$ cat config.mk
export PLATFORM = sky130hd
export DESIGN_NAME = button_cmd_scheduler_flat
export DESIGN_NICKNAME = d
export VERILOG_FILES = /design/src/rtl/button_cmd_scheduler_pkg.sv /design/src/rtl/button_cmd_scheduler_if.sv /design/src/rtl/button_cmd_scheduler_level_to_pulse.sv /design/src/rtl/button_cmd_scheduler.sv /design/src/flat_wrapper.sv
export SDC_FILE = /design/constraint.sdc
export NUM_CORES = 1
export LEC_CHECK = 0
export CAP_MARGIN = 20
export CELL_PAD_IN_SITES_DETAIL_PLACEMENT = 0
export CELL_PAD_IN_SITES_GLOBAL_PLACEMENT = 1
export CORE_UTILIZATION = 51
export DETAILED_ROUTE_END_ITERATION = 12
export GPL_TIMING_DRIVEN = 0
export PLACE_DENSITY_LB_ADDON = 0.1
export SYNTH_ARGS = -nofsm -noshare
export SYNTH_HDL_FRONTEND = slang
export SYNTH_SLANG_ARGS = --single-unit
$ cat constraint.sdc
create_clock -name clk -period 6.35 [get_ports clk]
set_input_delay 0.9525 -clock clk [delete_from_list [all_inputs] [get_ports clk]]
set_output_delay 0.9525 -clock clk [all_outputs]
set_load 0.01 [all_outputs]
$ cat src/rtl/button_cmd_scheduler_pkg.sv
`default_nettype none
// ============================================================================
// Module  : ui_ctrl_pkg
// Purpose : shared arbiter types and the round-robin pick helper
// Rev     : 1.0  initial release
// ============================================================================
package ui_ctrl_pkg;

   typedef enum logic [0:0] {
      IDLE  = 1'b0,
      OFFER = 1'b1
   } arb_state_t;

   localparam int MAX_BTN  = 16;
   localparam int MAX_ID_W = 4;

   typedef struct packed {
      logic                found;
      logic [MAX_ID_W-1:0] idx;
   } rr_pick_t;

   // First set bit of pend scanning ptr, ptr+1, ... wrapping at n.
   // Walks downward so the last hit written is the closest one to ptr.
   function automatic rr_pick_t rr_pick(input logic [MAX_BTN-1:0]  pend,
                                        input logic [MAX_ID_W-1:0] ptr,
                                        input int                  n);
      rr_pick_t r;
      int       idx;
      r = '0;
      for (int k = MAX_BTN - 1; k >= 0; k--) begin
         idx = int'(ptr) + k;
         if (idx >= n) idx = idx - n;
         if (k < n && pend[idx[MAX_ID_W-1:0]]) begin
            r.found = 1'b1;
            r.idx   = idx[MAX_ID_W-1:0];
         end
      end
      return r;
   endfunction

endpackage
`default_nettype wire

$ cat src/rtl/button_cmd_scheduler_if.sv
`default_nettype none
// ============================================================================
// Module  : button_cmd_scheduler_if
// Purpose : valid/ready command handshake towards the shared consumer
// Rev     : 1.0  initial release
// ============================================================================
interface button_cmd_scheduler_if #(
   parameter int N_BTN = 4
);
   localparam int ID_W = $clog2(N_BTN);

   logic            cmd_valid;
   logic            cmd_ready;
   logic [ID_W-1:0] cmd_id;

   modport master (output cmd_valid, output cmd_id, input cmd_ready);
   modport slave  (input cmd_valid, input cmd_id, output cmd_ready);
endinterface
`default_nettype wire

$ cat src/rtl/button_cmd_scheduler_level_to_pulse.sv
`default_nettype none
// ============================================================================
// Module  : level_to_pulse
// Purpose : one-cycle registered pulse on each sampled low-to-high level change
// Rev     : 1.0  initial release
// ============================================================================
module level_to_pulse (
   input  logic clk,
   input  logic reset,
   input  logic level,
   output logic pulse
);
   logic level_q;

   always_ff @(posedge clk) begin
      if (reset) begin
         level_q <= 1'b0;
         pulse   <= 1'b0;
      end else begin
         level_q <= level;
         pulse   <= level & ~level_q;
      end
   end
endmodule
`default_nettype wire

$ cat src/rtl/button_cmd_scheduler.sv
`default_nettype none
// ============================================================================
// Module  : button_cmd_scheduler
// Purpose : button presses/auto-repeats queued and granted round-robin
// Rev     : 1.0  initial release
// ============================================================================
module button_cmd_scheduler
   import ui_ctrl_pkg::*;
#(
   parameter int N_BTN      = 4,
   parameter int REPEAT_EN  = 1,
   parameter int REPEAT_DLY = 50_000_000,
   parameter int REPEAT_PER = 10_000_000
) (
   input  logic                    clk,
   input  logic                    reset,
   input  logic [N_BTN-1:0]        btn_level,
   button_cmd_scheduler_if.master  cmd,
   output logic [N_BTN-1:0]        pending,
   output logic                    overrun
);
   localparam int ID_W    = $clog2(N_BTN);
   localparam int REP_MAX = (REPEAT_DLY > REPEAT_PER) ? REPEAT_DLY : REPEAT_PER;
   localparam int CNT_W   = $clog2(REP_MAX + 1);

   logic [N_BTN-1:0] press;
   logic [N_BTN-1:0] rep;
   logic [N_BTN-1:0] req;
   logic [N_BTN-1:0] grant_clr;
   logic [ID_W-1:0]  rr_ptr;
   arb_state_t       state;
   rr_pick_t         pick;

   generate
      for (genvar i = 0; i < N_BTN; i++) begin : g_btn
         logic [CNT_W-1:0] rep_cnt;

         level_to_pulse u_l2p (
            .clk   (clk),
            .reset (reset),
            .level (btn_level[i]),
            .pulse (press[i])
         );

         // Down-counter: 1 marks the firing cycle, 0 means idle.
         always_ff @(posedge clk) begin
            if (reset)                        rep_cnt <= '0;
            else if (press[i])                rep_cnt <= CNT_W'(REPEAT_DLY);
            else if (!btn_level[i])           rep_cnt <= '0;
            else if (rep_cnt == CNT_W'(1))    rep_cnt <= CNT_W'(REPEAT_PER);
            else if (rep_cnt != '0)           rep_cnt <= rep_cnt - CNT_W'(1);
         end

         assign rep[i] = (REPEAT_EN != 0) && btn_level[i] && (rep_cnt == CNT_W'(1));
      end
   endgenerate

   assign req = press | rep;

   always_comb begin
      pick      = rr_pick(MAX_BTN'(pending), MAX_ID_W'(rr_ptr), N_BTN);
      grant_clr = '0;
      if (state == IDLE && pick.found) grant_clr = N_BTN'(1) << pick.idx;
   end

   always_ff @(posedge clk) begin
      if (reset) begin
         state         <= IDLE;
         cmd.cmd_valid <= 1'b0;
         cmd.cmd_id    <= '0;
         rr_ptr        <= '0;
         pending       <= '0;
         overrun       <= 1'b0;
      end else begin
         // A new request on the bit being granted re-queues it instead of dropping.
         overrun <= |(req & pending & ~grant_clr);
         pending <= (pending & ~grant_clr) | req;
         case (state)
            IDLE: begin
               if (pick.found) begin
                  cmd.cmd_valid <= 1'b1;
                  cmd.cmd_id    <= ID_W'(pick.idx);
                  state         <= OFFER;
               end
            end
            OFFER: begin
               if (cmd.cmd_ready) begin
                  cmd.cmd_valid <= 1'b0;
                  rr_ptr        <= (cmd.cmd_id == ID_W'(N_BTN - 1)) ? '0
                                                                     : cmd.cmd_id + ID_W'(1);
                  state         <= IDLE;
               end
            end
         endcase
      end
   end
endmodule
`default_nettype wire

$ cat src/flat_wrapper.sv
// flat-port wrapper written by rule: the top's interface ports become plain ports
module button_cmd_scheduler_flat import ui_ctrl_pkg::*;
#(
   parameter int N_BTN      = 4,
   parameter int REPEAT_EN  = 1,
   parameter int REPEAT_DLY = 50_000_000,
   parameter int REPEAT_PER = 10_000_000
)
  (clk, reset, btn_level, pending, overrun, cmd_cmd_valid, cmd_cmd_id, cmd_cmd_ready);
  button_cmd_scheduler_if #(.N_BTN(N_BTN)) cmd_i ();
  input  logic clk;
  input  logic reset;
  input  logic [N_BTN-1:0] btn_level;
  output logic [N_BTN-1:0] pending;
  output logic overrun;
  output wire logic [$bits(cmd_i.cmd_valid)-1:0] cmd_cmd_valid;
  output wire logic [$bits(cmd_i.cmd_id)-1:0] cmd_cmd_id;
  input wire logic [$bits(cmd_i.cmd_ready)-1:0] cmd_cmd_ready;
  assign cmd_cmd_valid = cmd_i.cmd_valid;
  assign cmd_cmd_id = cmd_i.cmd_id;
  assign cmd_i.cmd_ready = cmd_cmd_ready;
  button_cmd_scheduler #(.N_BTN(N_BTN), .REPEAT_EN(REPEAT_EN), .REPEAT_DLY(REPEAT_DLY), .REPEAT_PER(REPEAT_PER)) u_core (.clk(clk), .reset(reset), .btn_level(btn_level), .cmd(cmd_i), .pending(pending), .overrun(overrun));
endmodule
# After elaboration in Yosys (flattened, before gate mapping)
# Index checks and enable logic that the tools add are counted.
[classes] n_lt_le_gt_ge=8 eq_ne=11 n_bitwise=19 add_sub_neg=12 n_reduce_logical=25 shifts=1 mux=40
[op_table] op="2-to-1 mux 26 bit" count=16
[op_table] op="== test 26 x 1 -> 1 bit, second input constant" count=4
[op_table] op="nonzero test 26 bit" count=4
[op_table] op="subtractor 26 x 1 -> 26 bit, second input constant" count=4
[op_table] op="greater-or-equal comparator 32 x 4 -> 1 bit, second input constant" count=3
[op_table] op="less-than comparator 4 x 5 -> 1 bit, second input constant" count=4
[op_table] op="2-to-1 mux 4 bit" count=5
[op_table] op="2-to-1 mux 5 bit" count=4
[op_table] op="OR reduction 4 bit" count=5
[op_table] op="binary-select mux 1 bit (select 4 bit)" count=4
[op_table] op="inequality test 4 x 1 -> 1 bit, second input constant" count=4
[op_table] op="bitwise AND 4 bit" count=3
[op_table] op="OR reduction 3 bit" count=4
[op_table] op="subtractor 4 bit, second input constant" count=3
[op_table] op="NOT 1 bit" count=9
[op_table] op="2-to-1 mux 1 bit" count=8
[op_table] op="OR 4 bit" count=2
[op_table] op="nonzero test 2 bit" count=4
[op_table] op="adder 2 x 2 -> 3 bit, second input constant" count=2
[op_table] op="AND reduction 2 bit" count=3
[op_table] op="logical AND 1 bit" count=5
[op_table] op="bitwise AND 1 bit" count=4
[op_table] op="NOT 4 bit" count=1
[op_table] op="one-hot mux 1 bit (2 select lines)" count=2
[op_table] op="9 further kinds" count=9
[word_totals] in_bits=7 ff_bits=123 output_inout_bits=8 elab_cells=142

# Logic depth before layout (Yosys ltp)
# Gate-level depths: netlist (run 1).
[depth] ltp_word=14 depth_mapped=10 ltp_nobuf=9

# Hierarchy
# From an unflattened synthesis (run 1), not the netlist that was laid out.
[unflattened] cells_unflattened=755 hier_area_um2=6288.5
[modules_own_cells] mod="button_cmd_scheduler" cells_per_inst=739 seq_area_each_um2=2302.2 n_inst=1 area_each_um2=6053.3
[modules_own_cells] mod="level_to_pulse" cells_per_inst=4 seq_area_each_um2=40.0 n_inst=4 area_each_um2=58.8

# Worst setup path before layout (run 1)
# OpenSTA, ideal clock, no wires.
[synth_path] path_kind="flip-flop to flip-flop" from="reg u_core.rr_ptr[0]" to="reg u_core.overrun" path_buffers=1 path_stages_with_launch=10 t_arrival_ps=2397 slack_ps=3819 setup_ps=134 required_time_ps=6216 period_less_slack_ps=2531 path_cell_list="dfxtp_1 -> buf_2 -> inv_1 -> ha_1 -> or3_1 -> and2_1 -> a31oi_1 -> nand3b_1 -> a32oi_1 -> o32ai_1"
[synth_between] elab_chain_cells=14 elab_cells_between_ends=33 classes_between="7 x add/sub; 4 x order compare; 1 x shift; 17 x mux; 2 x bitwise; 2 x reduce/logical"
[synth_rtl] item="start: declaration" line_no="button_cmd_scheduler.sv:30" text="logic [ID_W-1:0] rr_ptr;"
[synth_rtl] item="start signal: assignment" line_no="button_cmd_scheduler.sv:89" text="rr_ptr <= (cmd.cmd_id == ID_W'(N_BTN - 1)) ? '0"
[synth_rtl] item="adder 2 x 2 -> 3 bit" line_no="button_cmd_scheduler_pkg.sv:31" text="idx = int'(ptr) + k;"
[synth_rtl] item="greater-or-equal comparator 32 x 4 -> 1 bit / subtractor 4 bit (equally long branches)" line_no="button_cmd_scheduler_pkg.sv:32" text="if (idx >= n) idx = idx - n;"
[synth_rtl] item="2-to-1 mux 4 bit" line_no="button_cmd_scheduler_pkg.sv:32"
[synth_rtl] item="binary-select mux 1 bit (select 4 bit)" line_no="button_cmd_scheduler_pkg.sv:33" text="if (k < n && pend[idx[MAX_ID_W-1:0]]) begin"
[synth_rtl] item="2-to-1 mux 1 bit (not written as such)" line_no="button_cmd_scheduler_pkg.sv:33"
[synth_rtl] item="2-to-1 mux 5 bit (3 in a row)" line_no="button_cmd_scheduler_pkg.sv:33"
[synth_rtl] item="2-to-1 mux 5 bit *" line_no="button_cmd_scheduler_pkg.sv:33"
[synth_rtl] item="<< shifter 1 x 4 -> 4 bit / logical AND 1 bit (equally long branches)" line_no="button_cmd_scheduler.sv:63" text="if (state == IDLE && pick.found) grant_clr = N_BTN'(1) << pick.idx;"
[synth_rtl] item="2-to-1 mux 4 bit *" line_no="button_cmd_scheduler.sv:63"
[synth_rtl] item="NOT 4 bit *" line_no="button_cmd_scheduler.sv:76" text="overrun <= |(req & pending & ~grant_clr);"
[synth_rtl] item="bitwise AND 4 bit *" line_no="button_cmd_scheduler.sv:76"
[synth_rtl] item="OR reduction 4 bit *" line_no="button_cmd_scheduler.sv:76"
[synth_rtl] item="end signal: assignment" line_no="button_cmd_scheduler.sv:76"
[synth_rtl] item="end: declaration" line_no="button_cmd_scheduler.sv:20" text="output logic overrun"
# Every way passes the cells marked *; elsewhere a longest branch is shown, timed or not. The select of a mux whose other input is x is not followed.
# A chain may end at the register's enable or synchronous reset.

# Worst setup path after layout (run 1)
# Same ends and word-level chain as after synthesis.

==> results of run 1 <==
cells in the mapped netlist, types with 2 or more instances:
library cell and number:
or3_1 16, ha_1 18, nor4_2 3, and4_1 2, nor4b_2 3, nor3_1 36
nor2b_1 6, nand2_1 55, a21o_1 2, nand3_2 3, buf_4 4, nand3b_1 10
a311oi_1 3, dfxtp_1 123, a211oi_1 11, nand3_1 23, a31oi_1 6, o21ai_0 19
o21a_1 2, o22ai_1 4, or4_4 2, mux2i_1 5, nor2_1 113, nand2b_1 10
xor2_1 30, and4bb_2 2, nor3_2 2, o31ai_1 3, a221oi_1 2, buf_2 8
clkbuf_1 11, and3_1 5, nor4_1 24, nand4_1 8, xnor2_1 45, mux2_2 2
or4_1 7, nor3b_1 3, a21oi_1 60, and2_1 7, inv_1 17
sequential cells by signal, indices dropped and copies added, names as in the netlist, 2 cells and up:
name and cells:
u_core.g_btn.u_l2p.level_q 4, u_core.cmd.cmd_id 2, u_core.rr_ptr 2, u_core.g_btn.rep_cnt 104, u_core.pending 4, u_core.g_btn.u_l2p.pulse 4
worst paths after layout:
path	to	slack (ps)	depth (start not counted)
min reg2reg	u_core.g_btn[2].u_l2p.pulse$_SDFF_PP0_	380	1
max reg2reg	u_core.overrun$_SDFF_PP0_	3360	9
min	u_core.g_btn[2].u_l2p.pulse$_SDFF_PP0_	380	1
max	u_core.overrun$_SDFF_PP0_	3360	9
metal layers:
| metal | global-route usage | up-vias | wire length (um) |
|---|---|---|---|
| li1 | - | 2727 | - |
| met1 | 0.317 | 2588 | 6820 |
| met2 | 0.389 | 120 | 6800 |
| met3 | 0.0553 | 11 | 694 |
| met4 | 0.0763 | 0 | 126 |
| met5 | 0 | - | 0 |
cells by family after synthesis:
family          count (synthesis)  share of synthesized area
compound gates                129                      0.128
flops                         123                      0.389
simple gates                  355                      0.303
xor+xnor                       75                      0.104
fa+ha+maj                      18                     0.0355
mux                             7                     0.0115
buf+inv                        42                     0.0300
where the power goes:
part | switching, mW | internal [mW] | leakage, nW | total (mW)
Combinational | 0.667 | 0.510 | 1.60 | 1.18
Clock | 0.332 | 0.689 | 0.316 | 1.02
Sequential | 0.130 | 0.897 | 1.01 | 1.03
worst reg2reg max path, cell delays in order, from the launching register on:
cell and delay, ps:
dfxtp_1 370, buf_2 260, inv_1 100, ha_1 350
or3_1 420, and2_1 190, a31oi_1 580, nand2_1 180
a211oi_1 260, o32ai_1 130
final cells by class:
cell class / instances / share of cell area
multi-input cells: 584 / 0.504
repair buffers: 13 / 0.0178
flip-flops and latches: 123 / 0.337
plain buffers: 24 / 0.0168
clock inverters: 6 / 0.0144
inverters: 18 / 0.00924
clock buffers: 26 / 0.0724
well taps: 168 / 0.0288
per-stage QoR:
step,power (mW),utilization
after floorplan,1.96,-
after global placement,2.17,0.554
after detailed placement,2.19,0.554
after CTS,3.23,0.606
after global routing,3.44,0.606
final,3.23,0.606
==> results.txt, run 1 <==
Die span in x -> 113 um
# DRC -> 0
Port Buffers -> 13
CP cell instances -> buf_2, inv_1, ha_1, or3_1, and2_1, a31oi_1, nand2_1, a211oi_1, o32ai_1
# diodes -> 0
Crit Path Class -> flop to flop
Synthesized flop and latch total -> 123
Pre-Repair DR Iteration Count -> 5
Area growth, synth to finish -> 15.4%
Starting DRC count in detailed routing -> 346
Io pins -> 15
Reg-to-Reg Start -> u_core.rr_ptr[0]$_SDFFE_PP0P_
Setup WS pre-CTS -> 3310 ps
CTS hold repair buffers -> 0
Pleak -> 2.93 nW
Synth Cell Area -> 6340 um^2
CTS tree -> done
Clk buf depth -> 2
Final Non-Filler Cells -> 962
Fin nets -> 806
Sequential fraction of the synthesis area -> 0.389
CP Max Fanout -> 10
Postcts setup bufs -> 0
Routed WL -> 14400 um
Yosys top cell area share -> 0.389
Worst Path Required -> 6610 ps
Min Tclk post-route -> 2990 ps
Final Cycle Share -> 0.472
Root Buffer Master -> clkbuf_16
Most common cell after layout, fill and taps aside -> dfxtp_1
Placed cell area -> 6680 um^2
Top cells by area, synth -> dfxtp_1, nor2_1, xnor2_1
Number of max-cap violations -> 0
CP endpoint kind -> flop
Share of cells above drive strength 1 -> 0.0982
Maximum vdd drop -> 0.000280 V
Syn Nets -> 774
Initial antenna violation count -> 0
Via count -> 5446
Final Slew Violations -> 0
First-pass GRT wire length -> 24900 um
Routed Antenna Nets -> 0
Critical path arrival -> 3250 ps
Count of flip-flops with a built-in enable after synthesis -> 0
Syn. warnings -> 0
Detail Placement HPWL -> 10200 um
Min-delay src -> u_core.g_btn[2].u_l2p.level_q$_SDFF_PP0_
Die H -> 113 um
Vias per inst -> 5.66
Total grt overflow -> 0
Routed len/inst -> 15.0 um
Largest net degree at the start of global routing -> 17
Final setup viols -> 0
Hold WC Path Type -> flop to flop
Fmax -> 0.334 GHz
Worst-path clk slew -> 50 ps
Number of global-route vias before repair -> 5187
Inserted Clock Buffers -> 17
Final design instance area without fill -> 7310 um^2
Core Rows -> 40
Tot GR Track Use -> 0.240
Core box area -> 12100 um^2
Predominant post-synthesis flop cell -> dfxtp_1
Later-pin clock latency in the skew report -> 410 ps
Inst Count DP -> 930
Register Area -> 2460 um^2
Most frequent cells in the layout -> dfxtp_1, nor2_1, a21oi_1
Relative slew slack -> 0.459
CP max stage cell -> a31oi_1
Setup tns final -> 0 ps
H-tree depth -> 4
Pwr/cell area -> 441 nW/um^2
Distinct cell type count after synthesis -> 75
Hold WS -> 382 ps
Critical path launch point type -> flop
Clk sinks -> 123
Slowest stage delay, CP -> 580 ps
Final worst slack -> 3360 ps
Post-synth ARST share -> 0
Fin. Hold Viols -> 0
CTS resizes -> 0
Cells after Synth -> 749
Status -> finished clean
Worst path buffer plus inverter count -> 2
Final GP Congestion -> 0.812
CP top delay family -> compound AO/OA/AOI/OAI gates
Starting density of the core -> 0.525
Multi-input gate area -> 3680 um^2
DIE AREA -> 12900 um^2
Setup Skew -> 11.5 ps
Syn Area/Cell -> 8.46 um^2
Largest area contributor in the netlist -> dfxtp_1
Worst-Margin Slew -> 803 ps
RSZ-0062 raised after global routing -> no
Layout fillers -> 1083
Worst Setup SP -> u_core.rr_ptr[0]$_SDFFE_PP0P_
(Power assumes the default switching activity.)
==> inputs of run 2 (changes only) <==
- CORE_UTILIZATION: 51 -> 43
- clock period: 6.35 -> 2.7 ns (I/O delays scaled with it)
==> run 2 against run 1 <==
Effect of this change:
- fmax grew 17%
- utilization shrank 7.8 points
- clock skew grew 1.2 ps
- global-route usage shrank 2.8 points
- total power grew 140%
- sequential share of layout area shrank 0.72 points
- critical path depth is the same
- sequential power grew 130%
- largest cell class unchanged
- largest power group unchanged
==> results.txt, run 2 (same netlist as run 1, synthesis figures left out) <==
Status -> finished clean
# diodes -> 0 (unchanged)
CTS hold repair buffers -> 0 (unchanged)
Clk pwr share -> 0.322 (+0.006)
Tot GR Track Use -> 0.212 (-0.0276)
Core Rows -> 43 (+7.5%)
Fin nets -> 811 (+0.62%)
Combinational cell fraction of total power -> 0.368 (+0.003)
Switching Power -> 2.76 mW (+140%)
Number of global-route vias before repair -> 5189 (+0.039%)
CP Max Fanout -> 10 (unchanged)
RSZ-0062 raised after global routing -> no
Most frequent cells in the layout -> dfxtp_1, nor2_1, a21oi_1
Switching share of total power -> 0.354 (+0.00353)
Final setup viols -> 0 (unchanged)
Max reg flops -> 104 (unchanged)
H-tree depth -> 4 (unchanged)
Fmax -> 0.390 GHz (+17%)
CTS tree -> done
Routed Antenna Nets -> 0 (unchanged)
Final GP Congestion -> 0.813 (+0.16%)
DIE AREA -> 15200 um^2 (+18%)
Cell-internal power -> 5.05 mW (+140%)
Pre-Repair DR Iteration Count -> 5 (unchanged)
Most common cell after layout, fill and taps aside -> dfxtp_1
Largest net degree at the start of global routing -> 17 (unchanged)
Routed len/inst -> 15.3 um (+2.0%)
Clk sinks -> 123 (unchanged)
Relative slew slack -> 0.383 (-0.0764)
Placed cell area -> 6690 um^2 (+0.22%)
Worst-Margin Slew -> 917 ps (+114 ps)
Hold WS -> 218 ps (-164 ps)
Starting DRC count in detailed routing -> 295 (-15%)
Crit Path Class -> flop to flop
Maximum vdd drop -> 0.000500 V (+79%)
Io pins -> 15 (unchanged)
Final Slew Violations -> 0 (unchanged)
First-pass GRT wire length -> 24900 um (unchanged)
Starting density of the core -> 0.448 (-0.0775)
Via count -> 5510 (+1.2%)
Hold WC Path Type -> input port to flop
Vias per inst -> 5.63 (-0.58%)
Fin. Hold Viols -> 0 (unchanged)
Later-pin clock latency in the skew report -> 420 ps (about the same)
Min Tclk post-route -> 2570 ps (-427 ps)
Core box area -> 14100 um^2 (+17%)
Worst Path Required -> 3020 ps (-3590 ps)
Setup Skew -> 12.7 ps (+1.22 ps)
Number of max-cap violations -> 0 (unchanged)
Seq pwr share -> 0.311 (-0.007)
Pleak -> 2.96 nW (+1.1%)
Die span in x -> 123 um (+8.8%)
Area growth, synth to finish -> 18.0%
Detail Placement HPWL -> 10700 um (+5.0%)
Final Non-Filler Cells -> 979 (+1.8%)
Final design instance area without fill -> 7480 um^2 (+2.3%)
Clk buf depth -> 2 (unchanged)
Largest Register -> u_core.g_btn.rep_cnt
CP endpoint kind -> flop
Port Buffers -> 13 (unchanged)
Initial antenna violation count -> 0 (unchanged)
Worst-path clk slew -> 60 ps (about the same)
Root Buffer Master -> clkbuf_16
Total grt overflow -> 0 (unchanged)
Inst Count DP -> 942 (+1.3%)
Critical path arrival -> 2880 ps (-370 ps)
Die H -> 123 um (+8.8%)
Inserted Clock Buffers -> 17 (unchanged)
Routed WL -> 15000 um (+3.8%)
Critical path launch point type -> flop
Share of cells above drive strength 1 -> 0.120 (+0.0219)
Final Cycle Share -> 0.951 (+0.479)
Pwr/cell area -> 1040 nW/um^2 (+140%)
# DRC -> 0 (unchanged)
-- run 2: changes by cell type in the layout (fill, tap and decap cells not counted), sizes merged --
cell,change
inv,+1
clkbuf,-8
bufinv,+2
buf,+5
clkinvlp,+5
-- run 2: final cells by class --
cell class	count	area, um^2
plain buffers	24	129
well taps	180	225
repair buffers	18	168
inverters	18	67.6
fillers	1354	6670
multi-input cells	584	3770
clock buffers	18	439
flip-flops and latches	123	2460
clock inverters	14	219
-- run 2: worst max-delay path, stage by stage, from the launching register on --
cell and delay [ps]:
dfxtp_2 360, buf_6 160, inv_1 70, ha_1 360
or3_1 440, a31o_2 260, a22oi_2 240, nand3b_1 170
a32oi_1 120, o32ai_2 310
-- run 2: worst paths after layout --
kind / start / endpoint / slack [ps] / cells past startpoint
worst max-delay path: u_core.rr_ptr[0]$_SDFFE_PP0P_ / u_core.overrun$_SDFF_PP0_ / 130 / 9
worst min-delay path: reset / u_core.g_btn[2].u_l2p.level_q$_SDFF_PP0_ / 220 / 2
worst max register to register: u_core.rr_ptr[0]$_SDFFE_PP0P_ / u_core.overrun$_SDFF_PP0_ / 130 / 9
worst min register to register: u_core.g_btn[1].u_l2p.level_q$_SDFF_PP0_ / u_core.g_btn[1].u_l2p.pulse$_SDFF_PP0_ / 380 / 1
-- run 2: power groups by stage --
stage / logic [mW] / registers [mW] / clock network [mW]
after floorplan: 2.23 / 2.38 / 0
after global placement: 2.70 / 2.43 / 0
after detailed placement: 2.73 / 2.45 / 0
after CTS: 2.79 / 2.42 / 2.58
after global routing: 3.19 / 2.47 / 2.66
final: 2.87 / 2.42 / 2.51
-- run 2: stage by stage --
stage / TNS, ps / setup WS (ps) / total power, mW / util
4_1_cts: 0 / 9.66 / 7.78 / 0.523
6_report: 0 / 133 / 7.81 / 0.529
3_5_place_dp: -658 / -305 / 5.17 / 0.473
3_3_place_gp: -500 / -267 / 5.13 / 0.473
2_1_floorplan: 0 / 169 / 4.61 / -
5_1_grt: 0 / 5.00 / 8.32 / 0.529
-- run 2: what timing repair did --
| item | 4_1_cts | 5_1_grt |
|---|---|---|
| setup endpoints to repair | 6 | 31 |
| pin swaps | 1 | 3 |
| buffers inserted | 2 | 3 |
| resized for setup | 6 | 11 |
-- run 2: metal layers --
metal,share of wire,GRT usage
met5,0,0
met3,0.037,0.0549
met4,0.010,0.0761
met1,0.48,0.274
met2,0.47,0.340
==> inputs of run 3 (changes only) <==
- GPL_ROUTABILITY_DRIVEN: unset -> 0
==> results of run 3 <==
Final layout, timing and power as in run 2 (identical DEF).
